==> src/rtl/sram_master_pkg.sv <==
// Shared types and constants for the SRAM initiator: FSM states,
// phase-counter width helper and the word-alignment mask.
package sram_master_pkg;

   typedef enum logic [2:0] {
      IDLE   = 3'd0,
      SETUP  = 3'd1,
      STROBE = 3'd2,
      HOLD   = 3'd3,
      RESP   = 3'd4
   } state_t;

   localparam logic [1:0] ALIGN_MASK = 2'b11;

   // Wide enough to hold (longest phase - 1), plus a spare bit.
   function automatic int phase_cnt_w(input int setup_cyc, input int strobe_cyc, input int hold_cyc);
      int m;
      m = setup_cyc;
      if (strobe_cyc > m) m = strobe_cyc;
      if (hold_cyc > m) m = hold_cyc;
      return $clog2(m) + 1;
   endfunction

endpackage

==> src/rtl/sram_phase_timer.sv <==
// Down-counter shared by the setup, strobe and hold phases.
// Loads (phase length - 1) on entry; done while the count is zero, no wrap.
module sram_phase_timer #(
   parameter int W = 2
) (
   input  logic         clk,
   input  logic         rst_n,
   input  logic         load,
   input  logic [W-1:0] load_val,
   output logic         done
);

   logic [W-1:0] cnt;

   always_ff @(posedge clk or negedge rst_n) begin
      if (!rst_n) begin
         cnt <= '0;
      end else if (load) begin
         cnt <= load_val;
      end else if (cnt != '0) begin
         cnt <= cnt - W'(1);
      end
   end

   assign done = (cnt == '0);

endmodule

==> src/rtl/sram_master.sv <==
// Single-word valid/ready initiator for the asynchronous SRAM model with
// programmable setup/strobe/hold phases and a held response.
module sram_master
   import sram_master_pkg::*;
#(
   parameter int ADDR_W     = 32,
   parameter int DATA_W     = 32,
   parameter int SETUP_CYC  = 1,
   parameter int STROBE_CYC = 2,
   parameter int HOLD_CYC   = 1
) (
   input  logic              clk,
   input  logic              rst_n,
   input  logic              req_valid,
   output logic              req_ready,
   input  logic              req_we,
   input  logic [ADDR_W-1:0] req_addr,
   input  logic [DATA_W-1:0] req_wdata,
   output logic              rsp_valid,
   input  logic              rsp_ready,
   output logic [DATA_W-1:0] rsp_rdata,
   output logic              rsp_err,
   output logic              sram_cs,
   output logic              sram_oe,
   output logic              sram_we,
   output logic [ADDR_W-1:0] sram_addr,
   output logic [DATA_W-1:0] sram_din,
   input  logic [DATA_W-1:0] sram_dout
);

   localparam int CW = phase_cnt_w(SETUP_CYC, STROBE_CYC, HOLD_CYC);
   localparam logic [CW-1:0] SETUP_LD  = CW'(SETUP_CYC - 1);
   localparam logic [CW-1:0] STROBE_LD = CW'(STROBE_CYC - 1);
   localparam logic [CW-1:0] HOLD_LD   = CW'((HOLD_CYC > 0) ? HOLD_CYC - 1 : 0);

   state_t          state;
   logic            ready_q;
   logic            is_write;
   logic            accept;
   logic            misaligned;
   logic            load;
   logic [CW-1:0]   load_val;
   logic            done;

   assign req_ready  = ready_q;
   assign accept     = (state == IDLE) && req_valid && ready_q;
   assign misaligned = (req_addr[1:0] & ALIGN_MASK) != 2'b00;

   always_comb begin
      load     = 1'b0;
      load_val = '0;
      case (state)
         IDLE: begin
            if (accept && !misaligned) begin
               load     = 1'b1;
               load_val = SETUP_LD;
            end
         end
         SETUP: begin
            if (done) begin
               load     = 1'b1;
               load_val = STROBE_LD;
            end
         end
         STROBE: begin
            if (done && (HOLD_CYC > 0)) begin
               load     = 1'b1;
               load_val = HOLD_LD;
            end
         end
         default: ;
      endcase
   end

   sram_phase_timer #(.W(CW)) u_timer (
      .clk      (clk),
      .rst_n    (rst_n),
      .load     (load),
      .load_val (load_val),
      .done     (done)
   );

   always_ff @(posedge clk or negedge rst_n) begin
      if (!rst_n) begin
         state     <= IDLE;
         ready_q   <= 1'b0;
         is_write  <= 1'b0;
         sram_cs   <= 1'b0;
         sram_oe   <= 1'b0;
         sram_we   <= 1'b0;
         sram_addr <= '0;
         sram_din  <= '0;
         rsp_valid <= 1'b0;
         rsp_rdata <= '0;
         rsp_err   <= 1'b0;
      end else begin
         case (state)
            IDLE: begin
               ready_q <= 1'b1;
               if (accept) begin
                  ready_q  <= 1'b0;
                  is_write <= req_we;
                  if (misaligned) begin
                     // No bus cycle: answer straight away, SRAM pins untouched.
                     state     <= RESP;
                     rsp_valid <= 1'b1;
                     rsp_err   <= 1'b1;
                     rsp_rdata <= '0;
                  end else begin
                     state     <= SETUP;
                     sram_cs   <= 1'b1;
                     sram_addr <= req_addr;
                     if (req_we) sram_din <= req_wdata;
                  end
               end
            end
            SETUP: begin
               if (done) begin
                  state   <= STROBE;
                  sram_oe <= ~is_write;
                  sram_we <= is_write;
               end
            end
            STROBE: begin
               if (done) begin
                  sram_oe   <= 1'b0;
                  sram_we   <= 1'b0;
                  rsp_rdata <= is_write ? '0 : sram_dout;
                  if (HOLD_CYC == 0) begin
                     state     <= RESP;
                     sram_cs   <= 1'b0;
                     rsp_valid <= 1'b1;
                     rsp_err   <= 1'b0;
                  end else begin
                     state <= HOLD;
                  end
               end
            end
            HOLD: begin
               if (done) begin
                  state     <= RESP;
                  sram_cs   <= 1'b0;
                  rsp_valid <= 1'b1;
                  rsp_err   <= 1'b0;
               end
            end
            RESP: begin
               if (rsp_ready) begin
                  state     <= IDLE;
                  rsp_valid <= 1'b0;
                  ready_q   <= 1'b1;
               end
            end
            default: state <= IDLE;
         endcase
      end
   end

endmodule

==> config.mk <==
export PLATFORM = sky130hd
export DESIGN_NAME = sram_master
export DESIGN_NICKNAME = d
export VERILOG_FILES = /design/src/rtl/sram_master_pkg.sv /design/src/rtl/sram_phase_timer.sv /design/src/rtl/sram_master.sv
export SDC_FILE = /design/constraint.sdc
export NUM_CORES = 1
export LEC_CHECK = 0
export BUFFER_PORTS_ARGS = -buffer_cell sky130_fd_sc_hd__buf_2
export CAP_MARGIN = 0
export CORE_MARGIN = 2
export CORE_UTILIZATION = 51
export CTS_CLUSTER_SIZE = 30
export DETAILED_ROUTE_END_ITERATION = 10
export PLACE_DENSITY = 0.82
export SLEW_MARGIN = 25
export SYNTH_ARGS = -nofsm -noshare
export SYNTH_HDL_FRONTEND = slang
export SYNTH_SLANG_ARGS = --single-unit
==> constraint.sdc <==
create_clock -name clk -period 5 [get_ports clk]
set_clock_uncertainty 0.2 [all_clocks]
set_input_delay 0.25 -clock clk [delete_from_list [all_inputs] [get_ports clk]]
set_output_delay 0.25 -clock clk [all_outputs]
set_load 0.01 [all_outputs]
Yosys cells after proc, flatten, opt, wreduce, memory -nomap -nowiden
Index checks and enable logic that the tools add are counted.
{ "op_classes": {"n_mux": 36, "n_bitwise": 2, "reduce_logical": 25, "add_sub_neg": 1, "eq_ne": 11} }
{ "op_table": {"columns": ["op", "count"], "rows": [
  ["32-bit two-way mux", 4],
  ["32-bit case mux with 2 select lines", 1],
  ["3-bit two-way mux", 6],
  ["4-bit AND reduction", 4],
  ["1-bit two-way mux", 15],
  ["3-bit case mux with 5 select lines", 1],
  ["2-bit inequality test (second input constant)", 7],
  ["2-bit nonzero test", 7],
  ["1-bit case mux with 2 select lines", 6],
  ["5-bit AND reduction", 2],
  ["3-bit by 2-bit == test with 1-bit output (second input constant)", 2],
  ["3-bit AND reduction", 2],
  ["2-bit two-way mux", 2],
  ["2-bit AND reduction", 2],
  ["3-bit by 1-bit == test with 1-bit output (second input constant)", 1],
  ["3-bit == test (second input constant)", 1],
  ["1-bit logical AND", 3],
  ["3-bit logical NOT", 1],
  ["1-bit case mux with 3 select lines", 1],
  ["3-bit nonzero test", 1],
  ["2-bit logical NOT", 1],
  ["1-bit inverter", 2],
  ["2-bit OR reduction", 1],
  ["2-bit by 1-bit subtractor with 2-bit output (second input constant)", 1],
  ["1-bit logical NOT", 1]
]} }
{ "word_totals": {"register_bits": 108, "input_bits": 101} }

Depth between registers and ports, before layout
{ "logic_depth": {"depth_word": 7, "mapped_depth": 7, "depth_no_buf": 5} }

Cells and area by module
A second synthesis with hierarchy kept.
{ "hier_totals": {"cells_unflattened": 344, "hier_area_um2": 4496.8} }
{ "by_module_without_submodules": {"columns": ["module", "n_inst", "cells_each", "area_per_inst_um2"], "rows": [
  ["sram_master", 1, 332, 4372.9],
  ["sram_phase_timer", 1, 12, 123.9]
]} }

Worst setup path before layout
OpenSTA, ideal clock, no wires.
{ "synth_timing": {"kind": "register -> register", "from": "reg u_timer.cnt[0]", "to": "reg rsp_rdata[0]", "path_buffers": 2, "slack_ns": 3.079, "stages_incl_launch_ff": 8, "synth_period_minus_slack_ns": 1.921, "arrival_ns": 1.642, "required_ns": 4.721, "path_cell_list": "dfrtp_1 > inv_1 > ha_1 > clkbuf_1 > nand3b_1 > o32ai_4 > buf_8 > mux2i_1"} }
{ "synth_via": {"elab_chain_len": 3} }
{ "synth_lines": {"columns": ["item", "line_no", "rtl"], "rows": [
  ["start, declared", "sram_phase_timer.sv:13", "logic [W-1:0] cnt;"],
  ["start signal, assigned", "sram_phase_timer.sv:19", "cnt <= load_val;"],
  ["start signal, assigned", "sram_phase_timer.sv:21", "cnt <= cnt - W'(1);"],
  ["2-bit logical NOT", "sram_phase_timer.sv:25", "assign done = (cnt == '0);"],
  ["2-bit inequality test (no source line)", null, null],
  ["4-bit AND reduction (no source line)", null, null],
  ["end signal, assigned", "sram_master.sv:128", "rsp_rdata <= is_write ? '0 : sram_dout;"],
  ["end, declared", "sram_master.sv:21", "output logic [DATA_W-1:0] rsp_rdata,"]
]} }
Every way passes these cells.
A chain may end at the register's enable or synchronous reset.

Worst setup path in the final report
{ "layout_timing": {"from": "reg state[1]", "to": "reg sram_addr[2]"} }
{ "layout_via": {"elab_chain_len": 4} }
{ "layout_lines": {"columns": ["item", "line_no", "rtl"], "rows": [
  ["start, declared", "sram_master.sv:36", "state_t state;"],
  ["start signal, assigned", "sram_master.sv:85", "state <= IDLE;"],
  ["start signal, assigned", "sram_master.sv:105", "state <= RESP;"],
  ["start signal, assigned", "sram_master.sv:110", "state <= SETUP;"],
  ["3-bit logical NOT *", "sram_master.sv:46, sram_master.sv:97", null],
  ["1-bit logical AND (2 in series)", "sram_master.sv:46", "assign accept = (state == IDLE) && req_valid && ready_q;"],
  ["3-bit AND reduction (no source line) *", null, null],
  ["end signal, assigned", "sram_master.sv:112", "sram_addr <= req_addr;"],
  ["end, declared", "sram_master.sv:26", "output logic [ADDR_W-1:0] sram_addr,"]
]} }
Mark *: on every way between the ends. The rest lies on a longest branch, timed or not.

==> impl_metrics.env <==
export IMPL_status="complete, no violations"
export IMPL_p_int_mw=2.18
export IMPL_grt_pass1_wl_microns=19300
export IMPL_power_frac_clock_pct=18.0
export IMPL_cp_data_arrival_time_ns=2.65
export IMPL_final_min_clock_period_ns=2.61
export IMPL_route_detailed_drc=0
export IMPL_post_route_period_util_pct=52.3
export IMPL_yosys_warnings=0
export IMPL_synth_async_reset_ratio_pct=100
export IMPL_leakagePower_nw=3.42
export IMPL_synth_edf_count=0
export IMPL_setup_viol=0
export IMPL_cts_sinks=108
export IMPL_cts_setup_buffers=0
export IMPL_routedWlPerCell_microns=16.6
export IMPL_diodes=0
export IMPL_crit_type="reg -> reg"
export IMPL_clock_fmax_mhz=382
export IMPL_rows=34
export IMPL_fp_dieH_microns=99.3
export IMPL_cts_root_buf="clkbuf_8"
export IMPL_maxSlewViolCount=0
export IMPL_synth_seq_area_share_pct=58.3
export IMPL_grt_util_all_layers_pct=25.1
export IMPL_postCtsHoldBufs=96
export IMPL_num_nets_final=739
export IMPL_area_growth_synth_to_final_pct=48.3
export IMPL_max_slew_margin_rel_pct=34.2
export IMPL_syn_area_per_cell_sq_um=13.5
export IMPL_num_vias=3728
export IMPL_synth_top_cell_area_share_pct=58.3
export IMPL_cts_tree="done"
export IMPL_cp_required_ns=5.04
export IMPL_synth_cell_type_count=40
export IMPL_vias_per_cell=4.97
export IMPL_synthesis_nets=445
export IMPL_synth_adder_area_share_pct=0.270
export IMPL_ys_seq_elements=108
export IMPL_powerDensity_nw_per_um2=486
export IMPL_synth_compound_area_share_pct=3.51
export IMPL_syn_area_sq_um=4630
export IMPL_drive_gt1_share_pct=39.7
export IMPL_first_pass_iters=4
export IMPL_start_kind="register"
export IMPL_grt_pass1_vias=3959
export IMPL_synth_cells=343
export IMPL_start_util_pct=52.9
export IMPL_dp_hpwl_microns=7250
export IMPL_total_power_mw=3.34
export IMPL_finalWirelength_microns=12500
export IMPL_rsz0062_at_grt="false"
export IMPL_detail_route_antenna_nets=0
export IMPL_synth_top_area_cell="dfrtp_1"
export IMPL_synth_ff_type="dfrtp_1"
export IMPL_grt_max_degree=70
export IMPL_p_sw_share_pct=34.6
export IMPL_crit_path_max_fanout=33
export IMPL_synthTopCellsByArea="dfrtp_1 58%, mux2_1 8.7%, mux2_4 8.7%, mux2i_1 6.9%, inv_1 2.8%"
export IMPL_finalHoldViolCount=0
export IMPL_synth_top_family_by_area="multiplexers"
export IMPL_htree_levels=3
export IMPL_die_area_sq_um=9860
export IMPL_setup_tns_ns=0
export IMPL_power_frac_comb_pct=39.2
export IMPL_overflow=0
export IMPL_dp_cells=638
export IMPL_io_pins=203
export IMPL_hold_class="in -> reg"
export IMPL_place_gp_congestion=0.794
export IMPL_fp_dieW_microns=99.3
export IMPL_cts_max_path_buffers=2
export IMPL_drtIter0Drc=77
export IMPL_ir_drop_uv=307
export IMPL_antenna_found_initial=0
export IMPL_synthSimpleGateAreaFrac_pct=7.10
export IMPL_clock_latency_ns=0.37
export IMPL_cts_resized=0
export IMPL_final_cell_count_no_fill=750
export IMPL_synth_xor_area_share_pct=0.378
export IMPL_numCtsBuffers=9
export IMPL_io_buffer_count=202
export IMPL_tightest_slew_ns=0.987
export IMPL_p_seq_share_pct=42.8
export IMPL_p_switching_mw=1.15
export IMPL_core_sq_um=8760
export IMPL_max_cap_violations=0
export IMPL_cp_end_kind="register"
export IMPL_synthMuxAreaShare_pct=24.4
export IMPL_clk_pin_slew_worst_paths_ns=0.11
## Yosys cell counts, types with 2 or more instances
cell type  number
nand2b_1        2
mux2i_1        32
a21oi_1         6
clkbuf_1        4
nor2b_1         6
buf_6           5
nor2_1          6
buf_2           6
nand2_1        35
inv_1          35
nand3b_1        3
nor3b_1         2
a22o_1          2
buf_8           3
o21ai_0         2
dfrtp_1       108
mux2_4         27
nor3_1          2
mux2_1         36
## per-stage QoR
stage / instance area [sq um] / hold WS, ns / util (%) / setup WS, ns
floorplan: 4630 / -0.246 / - / 3.08
global placement: 5670 / 0.200 / 64.7 / 2.36
detailed placement: 5670 / 0.223 / 64.7 / 2.26
CTS: 6860 / 0.0552 / 78.3 / 2.24
global route: 6870 / 0.0721 / 78.4 / 2.25
finish: 6870 / 0.0681 / 78.4 / 2.39
## logic make-up (layout without fill, tap and decap cells)
| kind of cell | count (synthesis) | after routing |
|---|---|---|
| DFF | 108 | 108 |
| buffers and inverters | 53 | 352 |
| AOI/OAI and AO/OA | 20 | 20 |
| xor gates and xnor gates | 2 | 2 |
| adders and majority gates | 1 | 1 |
| muxes | 95 | 95 |
| and+or+nand+nor | 64 | 64 |
## sequential cells by signal (all words and copies together), names as in the netlist
| register | count |
|---|---|
| rsp_valid | 1 |
| req_ready | 1 |
| rsp_rdata | 32 |
| sram_oe | 1 |
| sram_cs | 1 |
| rsp_err | 1 |
| sram_din | 32 |
| is_write | 1 |
| sram_we | 1 |
| state | 3 |
| sram_addr | 32 |
| u_timer.cnt | 2 |
## metal layers
layer  part of all wire (%)  wire length (microns)  vias to the layer above  GRT usage, %
met3                    5.2                    652                       37          3.87
li1                       -                      -                     1726             -
met2                     55                   6800                      146          48.0
met4                    3.7                    465                        0          11.8
met5                      0                      0                        -             0
met1                     36                   4540                     1819          26.7
## area by class of cell
| class | count | area [sq um] |
|---|---|---|
| Clock buffer | 10 | 138 |
| Multi-Input combinational cell | 182 | 1670 |
| Tap cell | 108 | 135 |
| Timing Repair Buffer | 301 | 2000 |
| Fill cell | 539 | 1890 |
| Sequential cell | 108 | 2700 |
| Inverter | 35 | 131 |
| Clock inverter | 6 | 93.8 |
## power by group through the flow
stage | combinational (mW) | sequential [mW] | clock (mW)
finish | 1.31 | 1.43 | 0.599
floorplan | 0.656 | 1.53 | 0
global route | 1.41 | 1.47 | 0.638
detailed placement | 1.22 | 1.42 | 0
CTS | 1.29 | 1.41 | 0.614
global placement | 1.19 | 1.40 | 0
## final timing paths
| path | start | endpoint | slack (ns) | cells after the start |
|---|---|---|---|---|
| max | state[1] | sram_addr[2] | 2.39 | 3 |
| min | rsp_ready | req_ready | 0.07 | 4 |
| max reg2reg | state[1] | sram_addr[2] | 2.39 | 3 |
| min reg2reg | sram_din[4] | sram_din[4] | 0.30 | 1 |
| max in group asynchronous | rst_n | rsp_rdata[4] | 3.20 | 3 |
| min in group asynchronous | rst_n | sram_addr[6] | 0.34 | 2 |
## layout by cell type (no fill, tap or decap), types with 2 or more instances in the layout
cell,synthesis,final
a21oi_1,6,6
a22o_1,2,2
buf_2,6,201
buf_4,0,4
bufinv_16,0,2
clkbuf_8,0,10
dfrtp_1,108,108
dlygate4sd3_1,0,96
inv_1,35,35
inv_6,0,2
mux2_1,36,36
mux2_4,27,27
mux2i_1,32,32
nand2_1,35,35
nand2b_1,2,2
nand3b_1,3,3
nor2_1,6,6
nor2b_1,6,6
nor3_1,2,2
nor3b_1,2,2
o21ai_0,2,2
## worst max-delay path, cell delays in order, from the launching register on
cell and delay, ns:
dfrtp_1 0.55, and3b_1 0.43, and3_2 0.90, mux2_1 0.41
Note: power is estimated with default switching activity, not from simulation.
